### src/rtl/mcc_seq_adder.sv
// mcc_seq_adder: clocked successor to the dynamic Manchester carry chain adder.
// A precharge cycle clears the carry/sum state, then the carry ripples through
// one BLK-bit Manchester segment per evaluate cycle, LSB segment first.
// Supports add/subtract, signed overflow and valid/ready on both sides.
module mcc_seq_adder #(
  parameter int WIDTH = 16,
  parameter int BLK   = 4
) (
  input  logic             clk,
  input  logic             rst_n,
  input  logic             in_valid,
  output logic             in_ready,
  input  logic [WIDTH-1:0] a,
  input  logic [WIDTH-1:0] b,
  input  logic             cin,
  input  logic             sub,
  output logic             out_valid,
  input  logic             out_ready,
  output logic [WIDTH-1:0] sum,
  output logic             cout,
  output logic             ovf,
  output logic             busy
);

  localparam int NBLK = WIDTH / BLK;
  localparam int IDXW = (NBLK > 1) ? $clog2(NBLK) : 1;
  localparam logic [IDXW-1:0] LAST_IDX = IDXW'(NBLK - 1);

  // Segment geometry must tile the operand exactly; anything else is a build error.
  generate
    if ((BLK < 1) || (BLK > WIDTH) || ((WIDTH % BLK) != 0)) begin : g_badParams
      $error("mcc_seq_adder: WIDTH must be a non-zero multiple of BLK");
    end
  endgenerate

  typedef enum logic [1:0] {
    IDLE = 2'd0,
    PRE  = 2'd1,
    EVAL = 2'd2,
    DONE = 2'd3
  } state_t;

  state_t           r_state;
  logic [IDXW-1:0]  r_idx;
  logic [WIDTH-1:0] r_a;
  logic [WIDTH-1:0] r_bEff;
  logic             r_cinEff;
  logic             r_carry;
  logic             r_cMsb;
  logic             r_cout;
  logic [WIDTH-1:0] r_sum;
  logic             r_inReady;
  logic             r_outValid;
  logic             r_busy;

  logic [BLK-1:0]   w_segA;
  logic [BLK-1:0]   w_segB;
  logic [BLK-1:0]   w_p;
  logic [BLK-1:0]   w_g;
  logic [BLK:0]     w_c;
  logic [BLK-1:0]   w_segSum;

  // One Manchester segment: propagate/generate per bit, carry rippled from the chain carry.
  always_comb begin
    w_segA   = r_a[r_idx*BLK +: BLK];
    w_segB   = r_bEff[r_idx*BLK +: BLK];
    w_p      = w_segA ^ w_segB;
    w_g      = w_segA & w_segB;
    w_c      = '0;
    w_c[0]   = r_carry;
    for (int i = 0; i < BLK; i++) begin
      w_c[i+1] = w_g[i] | (w_p[i] & w_c[i]);
    end
    w_segSum = w_p ^ w_c[BLK-1:0];
  end

  // Control FSM with registered handshake/status outputs and the datapath registers.
  always_ff @(posedge clk or negedge rst_n) begin
    if (!rst_n) begin
      r_state    <= IDLE;
      r_idx      <= '0;
      r_a        <= '0;
      r_bEff     <= '0;
      r_cinEff   <= 1'b0;
      r_carry    <= 1'b0;
      r_cMsb     <= 1'b0;
      r_cout     <= 1'b0;
      r_sum      <= '0;
      r_inReady  <= 1'b0;
      r_outValid <= 1'b0;
      r_busy     <= 1'b0;
    end else begin
      case (r_state)
        IDLE: begin
          r_inReady <= 1'b1;
          if (in_valid && r_inReady) begin
            r_a       <= a;
            r_bEff    <= b ^ {WIDTH{sub}};
            r_cinEff  <= cin ^ sub;
            r_inReady <= 1'b0;
            r_busy    <= 1'b1;
            r_state   <= PRE;
          end
        end
        PRE: begin
          r_sum   <= '0;
          r_cMsb  <= 1'b0;
          r_cout  <= 1'b0;
          r_carry <= r_cinEff;
          r_idx   <= '0;
          r_state <= EVAL;
        end
        EVAL: begin
          r_sum[r_idx*BLK +: BLK] <= w_segSum;
          r_carry                 <= w_c[BLK];
          if (r_idx == LAST_IDX) begin
            r_cMsb     <= w_c[BLK-1];
            r_cout     <= w_c[BLK];
            r_busy     <= 1'b0;
            r_outValid <= 1'b1;
            r_state    <= DONE;
          end else begin
            r_idx <= r_idx + IDXW'(1);
          end
        end
        DONE: begin
          if (out_ready) begin
            r_outValid <= 1'b0;
            r_inReady  <= 1'b1;
            r_state    <= IDLE;
          end
        end
        default: begin
          r_state <= IDLE;
        end
      endcase
    end
  end

  assign in_ready  = r_inReady;
  assign out_valid = r_outValid;
  assign busy      = r_busy;
  assign sum       = r_sum;
  assign cout      = r_cout;
  assign ovf       = r_cMsb ^ r_cout;

endmodule

### config.mk
export PLATFORM = sky130hd
export DESIGN_NAME = mcc_seq_adder
export DESIGN_NICKNAME = d
export VERILOG_FILES = /design/src/rtl/mcc_seq_adder.sv
export SDC_FILE = /design/constraint.sdc
export NUM_CORES = 1
export LEC_CHECK = 0
export CAP_MARGIN = 20
export CORE_ASPECT_RATIO = 0.9
export CORE_UTILIZATION = 53
export DETAILED_ROUTE_END_ITERATION = 10
export PLACE_DENSITY = 0.82
export SLEW_MARGIN = 20
export SYNTH_ARGS = -nofsm -noshare
export SYNTH_HDL_FRONTEND = slang
export SYNTH_SLANG_ARGS = --single-unit
### constraint.sdc
create_clock -name clk -period 6 [get_ports clk]
set_input_delay 0.6 -clock clk [delete_from_list [all_inputs] [get_ports clk]]
set_output_delay 0.6 -clock clk [all_outputs]
set_load 0.005 [all_outputs]
==> flow_summary.toml, run 1 <==
[power_and_ir_drop]
power.density_nw_per_um2 = 507
power_leakage_nw = 1.72
peakVddDrop_uv = 274
total_power_mw = 1.94
intPower_mw = 1.24
p_comb_frac = 0.454
p_sw_frac = 0.362
p_seq_frac = 0.351
p_clk_frac = 0.195
switchingPower_uw = 700

[worst_setup_path]
cp_max_fo = 19
startpoint_type = "flip-flop"
rrSetupSlack_ns = 2.84
crit_end = "sum[11]"
crit_slowest_cell = "dfrtp_1"
path_depth = 8
r2r_start = "r_idx[0]"
worst_r2r_path_depth = 8
criticalPathCategory = "reg -> reg"
worstPathArrival_ns = 3.39
worstPathRequired_ns = 6.23
end_kind = "flip-flop"
worstReg2RegEnd = "sum[11]"
cp_common_cell = "fa_1"
crit_start = "r_idx[0]"
timing.critical_path.buf_inv = 2
cp_top_family = "adder cells"
max_stage_delay_ns = 0.79
path_cells = "mux4_2 -> fa_1 -> inv_1 -> fa_1 -> fa_1 -> inv_1 -> fa_1 -> a22o_1"

[floorplanning]
rows = 25
start_util = 0.563
die_x_um = 81.4
die_height_um = 73.5
ios = 59
core-area_um2 = 5350
die_area_um2 = 5980

[yosys]
syn_inst = 242
syn_area_um2 = 3010
syn_nets = 293
synth.avg_cell_area_um2 = 12.4
synth.yosys.seq_area_share = 0.491
synth_flop_cell = "dfrtp_1"
synth_top_cell_by_area = "dfrtp_1"
ys_top_cells_by_area = "dfrtp_1, mux4_1, mux2_4"
synth_cell_type_count = 37
yosysWarnings = 0
synth-async-reset-ratio = 1.00
ys_ff_latch = 59
synth_edf_count = 0
synth_top_area_share = 0.491

[layout]
final_common_cell = "dfrtp_1"
final_cell_mix = "dfrtp_1, clkdlybuf4s50_1, nand2_1, o21ai_0, xnor2_1"
num-fill-cells = 368
syn_to_final_growth_pct = 27.0
drive_gt1_frac = 0.150
nets = 353
n_antenna_cell = 0

[detailed_routing]
vias = 1949
drc = 0
wl_per_cell_um = 14.2
vias_per_cell = 5.21
dr.pass1.iters = 4
drt_iter0_drc = 98
drt_wl_total_um = 5310
drtAntennaViolNets = 0

[sta]
rsz0062_at_grt = "no"
min_period_ns = 3.16
hold_viol_final = 0
tns_ns = 0
skew_ns = 0.00609
tightest_slew_ns = 0.870
slew_violations = 0
maxSlewHeadroom = 0.418
timing.final.crit_share = 0.527
setup_viol = 0
max_freq_mhz = 316

[clock_network]
cts_buffers = 9
clk_pin_slew_ns = 0.06
numClockSinks = 59
clockRootBuffer = "clkbuf_8"
cts_tree = "yes"
holdBufCountCts = 0
clock_path_buffers = 2
cts_resized = 0
clk_latency_ns = 0.34
htreeDepth = 3
post_cts.repair.setup_buffers = 0

[placed_design]
place_congestion = 0.784
dp_hpwl_um = 3790
port_buffers = 58

[grt]
grt_antenna_before_repair = 0
grt-ovfl-total = 0
grt_pass1_wl_um = 8960
grt.total_usage = 0.207
grt_max_degree = 60
grt_pass1_vias = 1917

[flow_run]
drv_cap = 0

[min_path]
hp-class = "in -> async"

[run_status]
outcome = "completed"
-- worst min path at each step --
stage	depth (start not counted)	slack [ns]	to
2_1_floorplan	0	0.30	busy
3_3_place_gp	2	0.45	r_bEff[10]
3_5_place_dp	2	0.47	r_bEff[7]
4_1_cts	2	0.43	in_ready
5_1_grt	2	0.47	r_a[12]
6_report	2	0.41	in_ready
-- cells by family after synthesis --
group	count (synthesis)	synth area share
muxes	33	0.170
AOI/OAI and AO/OA	48	0.0985
and+or+nand+nor	45	0.0769
xor gates and xnor gates	18	0.0524
buffers and inverters	26	0.0474
adders and majority gates	13	0.0640
DFF	59	0.491
-- final cells by class --
| class | instances | area [µm²] | area share |
|---|---|---|---|
| Sequential cell | 59 | 1480 | 0.386 |
| Multi-Input combinational cell | 157 | 1390 | 0.364 |
| Timing Repair Buffer | 60 | 603 | 0.158 |
| Clock buffer | 12 | 165 | 0.0432 |
| Tap cell | 67 | 83.8 | 0.0219 |
| Inverter | 15 | 56.3 | 0.0147 |
| Clock inverter | 4 | 47.5 | 0.0124 |
-- power by group through the flow --
stage	combinational, mW	sequential, mW	clock, mW
final	0.880	0.680	0.377
after global routing	0.977	0.702	0.401
after CTS	0.890	0.682	0.382
after detailed placement	0.887	0.688	0
after global placement	0.864	0.681	0
after floorplan	0.671	0.632	0
-- registers in the layout, summed over array words and instances (netlist names), 2 cells and up --
name / cells
r_idx: 2
r_a: 16
sum: 16
r_state: 2
r_bEff: 16
-- through the flow --
| step | hold slack, ns | setup slack [ns] | instances | utilization | area, µm² |
|---|---|---|---|---|---|
| after floorplan | 0.304 | 3.20 | 242 | - | 3010 |
| after global placement | 0.454 | 2.88 | 357 | 0.671 | 3590 |
| after detailed placement | 0.466 | 2.80 | 357 | 0.671 | 3590 |
| after CTS | 0.426 | 2.80 | 373 | 0.711 | 3800 |
| after global routing | 0.468 | 2.66 | 374 | 0.715 | 3820 |
| final | 0.407 | 2.84 | 374 | 0.715 | 3820 |
-- routing by layer --
metal | global-route usage | vias up | part of all wire
met5 | 0 | - | 0
met3 | 0.0770 | 8 | 0.052
met1 | 0.264 | 919 | 0.46
met2 | 0.329 | 53 | 0.48
met4 | 0.0635 | 0 | 0.0090
li1 | - | 969 | -
-- cells in the mapped netlist (all sizes together), types with 2 or more instances --
cell	instances
nor3	2
nor2b	4
nand2	29
nand4	2
fa	4
buf	7
inv	15
a21oi	2
a21boi	2
dfrtp	59
xnor2	17
ha	9
mux2i	8
mux2	17
a22o	10
o21ai	31
mux4	8
and4	2
clkbuf	4
nor2	2
Note: power is estimated with default switching activity, not from simulation.
==> run 2: changes to the inputs <==
CORE_UTILIZATION = 47   (was 53)
PLACE_DENSITY = 0.77   (was 0.82)
clock period = 2.8 ns   (was 6 ns; I/O delays follow)
==> flow_summary.toml, run 2 (synthesis gave the netlist of run 1 again) <==
[placed_design]
dp_hpwl_um = 4270
port_buffers = 58
dp_slack_ns = -0.0160
post-place-cells = 381
place_congestion = 0.804
placed_area_um2 = 3640

[worst_setup_path]
crit_start = "r_idx[0]"
max_stage_delay_ns = 0.47
r2r_start = "r_idx[0]"
cp_max_fo = 5
path_cells = "buf_4 -> mux4_1 -> inv_1 -> fa_1 -> fa_2 -> inv_1 -> fa_2 -> a22o_1"
startpoint_type = "flip-flop"
worstPathArrival_ns = 2.91
worstPathRequired_ns = 3.03
crit_slowest_cell = "fa_2"
end_kind = "flip-flop"
criticalPathCategory = "reg -> reg"

[layout]
final_common_cell = "dfrtp_1"
final_cell_mix = "dfrtp_1, clkdlybuf4s50_1, nand2_1, o21ai_0, xnor2_1"
final_cell_count_no_fill = 398
syn_to_final_growth_pct = 27.4
num-fill-cells = 518
n_antenna_cell = 0
drive_gt1_frac = 0.158
final_util = 0.624
fin_area_um2 = 3830
nets = 357
multi_input_comb_area_um2 = 1400
regArea_um2 = 1480

[sta]
setup_viol = 0
finalWorstSetupSlack_ns = 0.118
max_freq_mhz = 373
hold_viol_final = 0
tightest_slew_ns = 0.878
rsz0062_at_grt = "no"
min_period_ns = 2.68
tns_ns = 0
maxSlewHeadroom = 0.413
slew_violations = 0
hold_slack_ns = 0.428
skew_ns = 0.00511
timing.final.crit_share = 0.958

[detailed_routing]
drt_wl_total_um = 5710
wl_per_cell_um = 14.3
vias_per_cell = 4.91
vias = 1953
drc = 0
dr.pass1.iters = 4
drt_iter0_drc = 56
drtAntennaViolNets = 0

[floorplanning]
start_util = 0.489
core-area_um2 = 6150
die_height_um = 77.9
die_x_um = 86.3
die_area_um2 = 6730
ios = 59
rows = 27

[run_status]
outcome = "completed"

[clock_network]
clk_latency_ns = 0.34
clk_pin_slew_ns = 0.06
clockRootBuffer = "clkbuf_8"
numClockSinks = 59
cts_tree = "yes"
post_cts.repair.setup_buffers = 0
clock_path_buffers = 2
htreeDepth = 3
cts_buffers = 9

[power_and_ir_drop]
peakVddDrop_uv = 535
total_power_mw = 4.11
power.density_nw_per_um2 = 1070
power_leakage_nw = 1.71

[min_path]
hp-class = "in -> async"

[grt]
grt-ovfl-total = 0
grt_max_degree = 39
grt_pass1_wl_um = 9930
grt.total_usage = 0.201
grt_pass1_vias = 2112
grt_antenna_before_repair = 0

[flow_run]
drv_cap = 0
==> run 2: cell count changes in the layout (fill, tap and decap cells not counted), sizes merged <==
| cell | before | now |
|---|---|---|
| clkbuf | 12 | 14 |
| bufinv | 1 | 0 |
| buf | 3 | 6 |
| clkinvlp | 1 | 0 |
| dlygate4sd3 | 0 | 1 |
==> run 2: layout make-up <==
type                    instances  share of cell area
clock buffers                  14              0.0424
clock inverters                 2             0.00261
inverters                      15              0.0147
multi-input cells             157               0.364
flip-flops and latches         59               0.385
well taps                      87              0.0284
repair buffers                 64               0.163
==> run 2: worst paths after layout <==
check	slack [ns]	cells after the start	end
setup reg to reg	0.12	8	sum[11]
setup / recovery	0.12	8	sum[11]
hold / removal	0.43	2	sum[2]
max in group asynchronous	1.50	3	r_idx[0]
min in group clk	0.48	2	r_bEff[13]
hold reg to reg	0.48	2	r_bEff[13]
==> run 2: per-layer routing <==
metal / vias to the layer above / track usage / part of all wire
li1: 979 / - / -
met1: 908 / 0.249 / 0.45
met2: 54 / 0.318 / 0.48
met3: 12 / 0.0638 / 0.050
met4: 0 / 0.0967 / 0.018
met5: - / 0 / 0
==> run 2: where the power goes <==
part / total, mW / switching, mW / leakage (nW) / internal (mW)
Clock: 0.681 / 0.314 / 0.0905 / 0.367
Combinational: 2.01 / 0.989 / 0.869 / 1.02
Sequential: 1.42 / 0.227 / 0.750 / 1.20
Total: 4.11 / 1.53 / 1.71 / 2.58
==> run 2: repair_timing <==
action / CTS / global route
resized for setup: 1 / 2
endpoints found under the hold margin: 21 / 0
hold buffers: 1 / 0
setup endpoints to repair: 4 / 4
==> run 2: worst max-delay path, delay by kind of cell, from the launching register on <==
family                     cells  cell delay, ns
DFF                            1            0.45
AOI/OAI and AO/OA              1            0.21
adders and majority gates      3            1.28
muxes                          1            0.32
buffers and inverters          3            0.31
==> run 3: changes to the inputs <==
CORE_MARGIN = 1.5   (was unset)
==> flow_summary.toml, run 3 (synthesis gave the netlist of run 1 again) <==
[run_status]
outcome = "completed"

[layout]
drive_gt1_frac = 0.184
final_cell_count_no_fill = 403
nets = 362
syn_to_final_growth_pct = 28.8
n_antenna_cell = 0
num-fill-cells = 514
final_util = 0.630
final_common_cell = "dfrtp_1"
final_cell_mix = "dfrtp_1, clkdlybuf4s50_1, nand2_1, o21ai_0, xnor2_1"

[worst_setup_path]
crit_slowest_cell = "fa_2"
max_stage_delay_ns = 0.47
worstPathRequired_ns = 3.02
cp_common_cell = "fa_2"
r2r_start = "r_idx[0]"
worstPathArrival_ns = 2.94
crit_start = "r_idx[0]"
startpoint_type = "flip-flop"
crit_end = "sum[7]"
worstReg2RegEnd = "sum[7]"
criticalPathCategory = "reg -> reg"
path_cells = "buf_4 -> buf_4 -> mux4_1 -> inv_1 -> fa_2 -> fa_2 -> inv_2 -> fa_2 -> a22o_1"
worst_r2r_path_depth = 9
cp_max_fo = 5
end_kind = "flip-flop"
rrSetupSlack_ns = 0.08

[detailed_routing]
drt_wl_total_um = 5940
drtAntennaViolNets = 0
dr.pass1.iters = 4
vias_per_cell = 5.03
drc = 0
drt_iter0_drc = 68
vias = 2029
wl_per_cell_um = 14.7

[floorplanning]
die_x_um = 87.3
ios = 59
die_area_um2 = 6890
die_height_um = 78.9
rows = 27
core-area_um2 = 6150
start_util = 0.489

[sta]
timing.final.crit_share = 0.971
tightest_slew_ns = 0.905
hold_slack_ns = 0.345
rsz0062_at_grt = "no"
min_period_ns = 2.72
maxSlewHeadroom = 0.395
slew_violations = 0
hold_viol_final = 0
max_freq_mhz = 368
skew_ns = 0.00842
setup_viol = 0

[min_path]
hp-class = "in -> async"

[placed_design]
post-place-cells = 383
dp_hpwl_um = 4510
place_congestion = 0.789
port_buffers = 58

[clock_network]
clock_path_buffers = 2
numClockSinks = 59
cts_tree = "yes"
cts_buffers = 9
clk_latency_ns = 0.34
clockRootBuffer = "clkbuf_8"
htreeDepth = 3
clk_pin_slew_ns = 0.07

[power_and_ir_drop]
power.density_nw_per_um2 = 1090
p_seq_frac = 0.336
p_sw_frac = 0.373
peakVddDrop_uv = 579
switchingPower_mw = 1.58
power_leakage_nw = 1.73
p_comb_frac = 0.501
intPower_mw = 2.66
p_clk_frac = 0.162

[grt]
grt.total_usage = 0.196
grt_pass1_wl_um = 10000
grt_antenna_before_repair = 0
grt_max_degree = 29
grt_pass1_vias = 2114
grt-ovfl-total = 0

[flow_run]
drv_cap = 0
[run 3: cell types whose count changed in the layout (fill, tap and decap cells not counted)]
cell	delta
buf_4	+5
inv_1	-2
fa_2	+2
inv_2	+2
fa_1	-2
[run 3: how the worst min path moves through the flow]
stage,endpoint
2_1_floorplan,busy
3_3_place_gp,r_cMsb
3_5_place_dp,r_cMsb
4_1_cts,r_cMsb
5_1_grt,r_cMsb
6_report,r_cMsb
[run 3: stage by stage]
stage	total power, mW	worst slack (ns)	cell area, µm²	setup TNS (ns)
final	4.24	0.0802	3880	0
after global routing	4.55	0.00787	3880	0
after CTS	4.15	0.0299	3840	0
after detailed placement	3.45	-0.0247	3660	-0.0656
after global placement	3.38	0.0459	3660	0
after floorplan	2.79	0.00195	3010	0
[run 3: area by class of cell]
type / instances / area [µm²] / share of cell area
timing repair buffer: 69 / 661 / 0.170
inverter: 15 / 56.3 / 0.0145
clock buffer: 14 / 163 / 0.0420
tap: 87 / 109 / 0.0281
multi-input combinational: 157 / 1400 / 0.361
sequential: 59 / 1480 / 0.381
clock inverter: 2 / 10.0 / 0.00258
[run 3: critical path, delay by kind of cell (launching register included)]
family | cells | cell delay [ns]
multiplexers | 1 | 0.32
buffers and inverters | 4 | 0.40
flip-flops | 1 | 0.44
adder cells (fa/ha/maj) | 3 | 1.21
AO/OA/AOI/OAI | 1 | 0.22
[run 3: power groups by stage]
stage               Combinational [mW]  Sequential [mW]  Clock [mW]
floorplan                         1.44             1.35           0
finish                            2.13             1.43       0.689
global route                      2.33             1.46       0.749
global placement                  1.96             1.42           0
detailed placement                2.01             1.44           0
CTS                               2.02             1.43       0.699
[run 3: metal layers]
metal / share of wire / vias to the layer above / GRT usage
met5: 0 / - / 0
met4: 0.016 / 0 / 0.0635
met3: 0.042 / 9 / 0.0624
met2: 0.47 / 52 / 0.307
met1: 0.47 / 979 / 0.258
li1: - / 989 / -
[run 3: timing repair]
item / in CTS / in global routing
hold buffers: 1 / 0
hold endpoints to repair: 9 / 0
resized for setup: 1 / 6
pin swaps: 0 / 3
setup endpoints to repair: 4 / 6
setup buffers: 0 / 3
==> variant 1 (config.mk and constraints of run 2) <==
Encoding of `state_t`: now one-hot (4 bits for 4 states).
--- a/src/rtl/mcc_seq_adder.sv
+++ b/src/rtl/mcc_seq_adder.sv
@@ -35,7 +35,7 @@
 
-  typedef enum logic [1:0] {
-    IDLE = 2'd0,
-    PRE  = 2'd1,
-    EVAL = 2'd2,
-    DONE = 2'd3
+  typedef enum logic [3:0] {
+    IDLE = 4'b0001,
+    PRE  = 4'b0010,
+    EVAL = 4'b0100,
+    DONE = 4'b1000
   } state_t;
Function: same outputs for any inputs over 10 cycles, from zero or initial values and one cycle with rst_n low; not proved beyond that.
==> variant 1 against run 2 <==
Sequential cell count increased by 2. Maximum frequency decreased by 0.96%. Critical path depth unchanged. Hold slack improved by 62 ps. Final area increased by 1.6%. Final cell count decreased by 4.3%. Synthesized cell count decreased by 7.9%. Setup slack got worse by 26 ps. Power decreased by 4.8%. Wire length increased by 3.0%. Area after synthesis increased by 0.87%. First-iteration DRC count increased by 88%. Critical path type unchanged. Critical endpoint is now sum[3]. Largest cell class unchanged. Largest power group unchanged. Highest routed layer unchanged.
==> variant 1: results (changes against run 2) <==
Status
  • Outcome: completed

Synthesis
  • XOR/XNOR Fraction of Synth Area: 0.0519 (-0.000454)
  • Mean Syn Cell Area: 13.6 sq um (+9.5%)
  • Post-Synth Adder-Cell Area: 0.0470 (-0.0170)
  • Synth cell count leaders: dfrtp_1 (60), mux2_2 (30), xor2_1 (18)
  • Mux cell area share after synthesis: 0.185 (+0.0150)
  • Sequential fraction of the synthesis area: 0.503 (+0.0127)
  • Netlist cell types: 41 (+11%)
  • Compound-Gate Fraction of Synth Area: 0.0870 (-0.0116)

Worst hold path
  • Hold crit path type: reg -> reg

Global route
  • Met2 Resource Use GR: 0.304 (-0.0143)
  • Overall Global Routing Usage: 0.200 (-0.00138)
  • Global-route met1 utilization: 0.273 (+0.0247)
  • GRT met3 Usage: 0.0578 (-0.00600)

Detailed routing
  • Met3 wire len: 302 um (+6.3%)
  • Post-Route M1 WL: 2790 um (+7.8%)
  • Iteration-0 DRC count of the detailed router: 105 (+88%)
  • Via count: 1973 (+1.0%)

Placement
  • GP Congestion: 0.811 (+0.87%)
  • DP Area: 3710 sq um (+1.9%)
  • Post-placement cell count: 364 (-4.5%)
  • HPWL Detailed: 4330 um (+1.6%)

Final layout
  • Post-route insts no fill: 381 (-4.3%)
  • Ratio of cells with drive above 1 in the final layout: 0.231 (+0.0737)

Clocking
  • Number of gates resized after CTS: 0 (-1)

Worst setup path
  • Reg2reg setup slack: 90 ps (-30 ps)
  • R2R Path End: sum[3]
  • CP peak stage delay: 530 ps (+60 ps)
  • Crit path DAT: 2930 ps (+20 ps)
  • CP max FO: 6 (+1)

Power and ir drop
  • Switching fraction of total power: 0.359 (-0.0134)
  • Leakage Power: 0.00167 uW (-2.5%)
  • P_comb: 1810 uW (-10%)
  • VDD IR max: 566 uV (+5.9%)

Timing
  • Min Hold Slack: 490 ps (+61.7 ps)
  • Rel. slew slack: 0.416 (+0.00338)
-- variant 1: cell types whose count changed in the layout (fill, tap and decap cells not counted), moves of 4 or more --
cell              run 2  this run
and3b_1               0         5
ha_1                  9         5
mux2_2                7        30
mux2_4               10         0
mux2i_1               8         1
mux4_1                6         0
mux4_2                2         8
nand2_1              29         3
o21ai_0              29         9
o2bb2ai_1             1         9
xnor2_1              17         0
xor2_1                1        18
-- variant 1: worst max path at each step --
stage	endpoint	slack (ps)	depth (start not counted)	startpoint
after floorplan	sum[11]	30	9	r_idx[0]
after global routing	sum[3]	20	8	r_idx[0]
after global placement	sum[3]	70	8	r_idx[0]
after CTS	sum[3]	30	8	r_idx[0]
final	sum[3]	90	8	r_idx[0]
after detailed placement	sum[7]	20	8	r_idx[0]
-- variant 1: area by class of cell --
type                       count  share of cell area
sequential                    61               0.393
tap                           87              0.0279
multi-input combinational    138               0.356
inverter                      12              0.0116
clock buffer                  13              0.0382
clock inverter                 2             0.00257
timing repair buffer          68               0.171
==> variant 2 (flow settings as in run 2) <==
Without the edit above. Set the parameter `BLK` to 2 (it was 4).
--- a/src/rtl/mcc_seq_adder.sv
+++ b/src/rtl/mcc_seq_adder.sv
@@ -6,3 +6,3 @@
   parameter int WIDTH = 16,
-  parameter int BLK   = 4
+  parameter int BLK   = 2
 ) (
Check against the original RTL: not equivalent (Yosys sat finds a counterexample within 10 cycles, from zero or initial values and one cycle with rst_n low).
==> variant 2 against run 2 <==
Area after synthesis up 0.54%. Via count is 7.7% higher. Power up 5.8%. Sequential cell count is 1 higher. Clock skew about the same. Die area grew 0.52%. Largest cell class unchanged. Sequential share of layout area down 0.62 points. Setup slack better by 110 ps. Final area increased by 3.4%. Wire length unchanged.
==> variant 2: results (changes against run 2) <==
Status
  • Outcome: completed

Clocking
  • Root buf cell: clkbuf_8
  • Reg clk slew, reported paths: 60 ps (about the same)
  • Post-CTS setup buffer count: 0 (unchanged)
  • Number of gates resized after CTS: 0 (-1)
  • Clk Latency, worst-skew pair: 330 ps
  • Htree depth: 3 (unchanged)
  • CTS Buffer Depth: 2 (unchanged)

Final layout
  • Post-route insts no fill: 418 (+5.0%)
  • Number of diodes: 0 (unchanged)
  • Ratio of cells with drive above 1 in the final layout: 0.172 (+0.0146)
  • Final nets: 374 (+4.8%)

Synthesis
  • Compound-Gate Fraction of Synth Area: 0.0637 (-0.0349)
  • Netlist cell types: 35 (-5.4%)
  • Syn_nets: 310 (+5.8%)
  • Mux cell area share after synthesis: 0.192 (+0.0218)
  • Mean Syn Cell Area: 11.5 sq um (-7.1%)
  • Ys Warns: 0 (unchanged)
  • XOR/XNOR Fraction of Synth Area: 0.0550 (+0.00261)
  • Async set-reset flop share out of synthesis: 1.00 (unchanged)
  • Synth area leaders: dfrtp_1 (50%), mux2i_1 (7.3%), mux2_2 (6.0%), mux4_2 (6.0%), nand2_1 (5.5%)
  • Synth cell count leaders: dfrtp_1 (60), nand2_1 (44), o21ai_0 (23)
  • Post-Synth Adder-Cell Area: 0.0463 (-0.0177)
  • Sequential fraction of the synthesis area: 0.496 (+0.00563)

Worst setup path
  • Reg2reg setup slack: 230 ps (+110 ps)
  • Reg2reg path depth: 8 (unchanged)
  • Slowest CP cell: mux4_2
  • RR Startpoint: r_idx[0]
  • Crit path capture: sum[9]
  • Crit path DAT: 2820 ps (-90 ps)
  • CP max FO: 8 (+3)
  • Crit path kind: reg -> reg
  • Largest delay share family, worst path: adder cells
  • CP peak stage delay: 530 ps (+60 ps)

Global route
  • Number of global-route vias before repair: 2131 (+0.90%)
  • Initial antenna violation count: 0 (unchanged)
  • Largest net degree at the start of global routing: 36 (-7.7%)
  • First-pass GRT wire length: 10000 um (+0.77%)
  • Overall Global Routing Usage: 0.197 (-0.00440)

Timing
  • Min Hold Slack: 17.9 ps (-410 ps)
  • Tmin final: 2570 ps (-115 ps)
  • Clk_skew: 5.07 ps (-0.0396 ps)
  • Rel. slew slack: 0.497 (+0.0837)

Placement
  • Buffers on Ports: 58 (unchanged)
  • HPWL Detailed: 4250 um (-0.47%)
  • Post-placement cell count: 402 (+5.5%)
  • DP Area: 3710 sq um (+1.8%)
  • Worst slack at placement: 112 ps (+128 ps)
  • GP Congestion: 0.805 (about the same)

Detailed routing
  • Wire length on met2: 2980 um (+9.0%)
  • Post-Route M1 WL: 2450 um (-5.2%)
  • Iteration-0 DRC count of the detailed router: 80 (+43%)
  • Via density: 5.03 (+2.6%)
  • Met3 wire len: 259 um (-8.8%)
  • Avg WL per Cell: 13.7 um (-4.8%)

Power and ir drop
  • Leakage Power: 0.00178 uW (+4.1%)
  • Sw Pwr: 1500 uW (-1.8%)
  • VDD IR max: 553 uV (+3.5%)

Worst hold path
  • Hold crit path type: in -> async
[variant 2: changes by cell type after synthesis, moves of 6 or more]
cell,before,now
nand2_1,29,44
mux2i_1,8,22
mux2_4,10,0
mux2_2,7,16
a22o_1,10,4
buf_2,0,6
mux4_1,6,0
mux4_2,2,8
o21ai_0,29,23
[variant 2: per-layer routing]
metal / up-vias / global-route usage
met2: 59 / 0.327
met5: - / 0
li1: 1025 / -
met1: 1018 / 0.243
met3: 2 / 0.0683
met4: 0 / 0.0550
[variant 2: power by group through the flow]
stage	combinational [uW]	clock (uW)	sequential [uW]
after floorplan	1330	0	1410
after global placement	1870	0	1480
after detailed placement	1930	0	1500
after CTS	1940	978	1490
after global routing	2150	1030	1530
final	1910	957	1490
[variant 2: cell type report]
cell class                 count  area (sq um)
clock buffer                  12           155
tap                           87           109
inverter                      13          48.8
sequential                    60          1500
multi-input combinational    176          1420
clock inverter                 4          95.1
fill                         513          2220
timing repair buffer          66           636
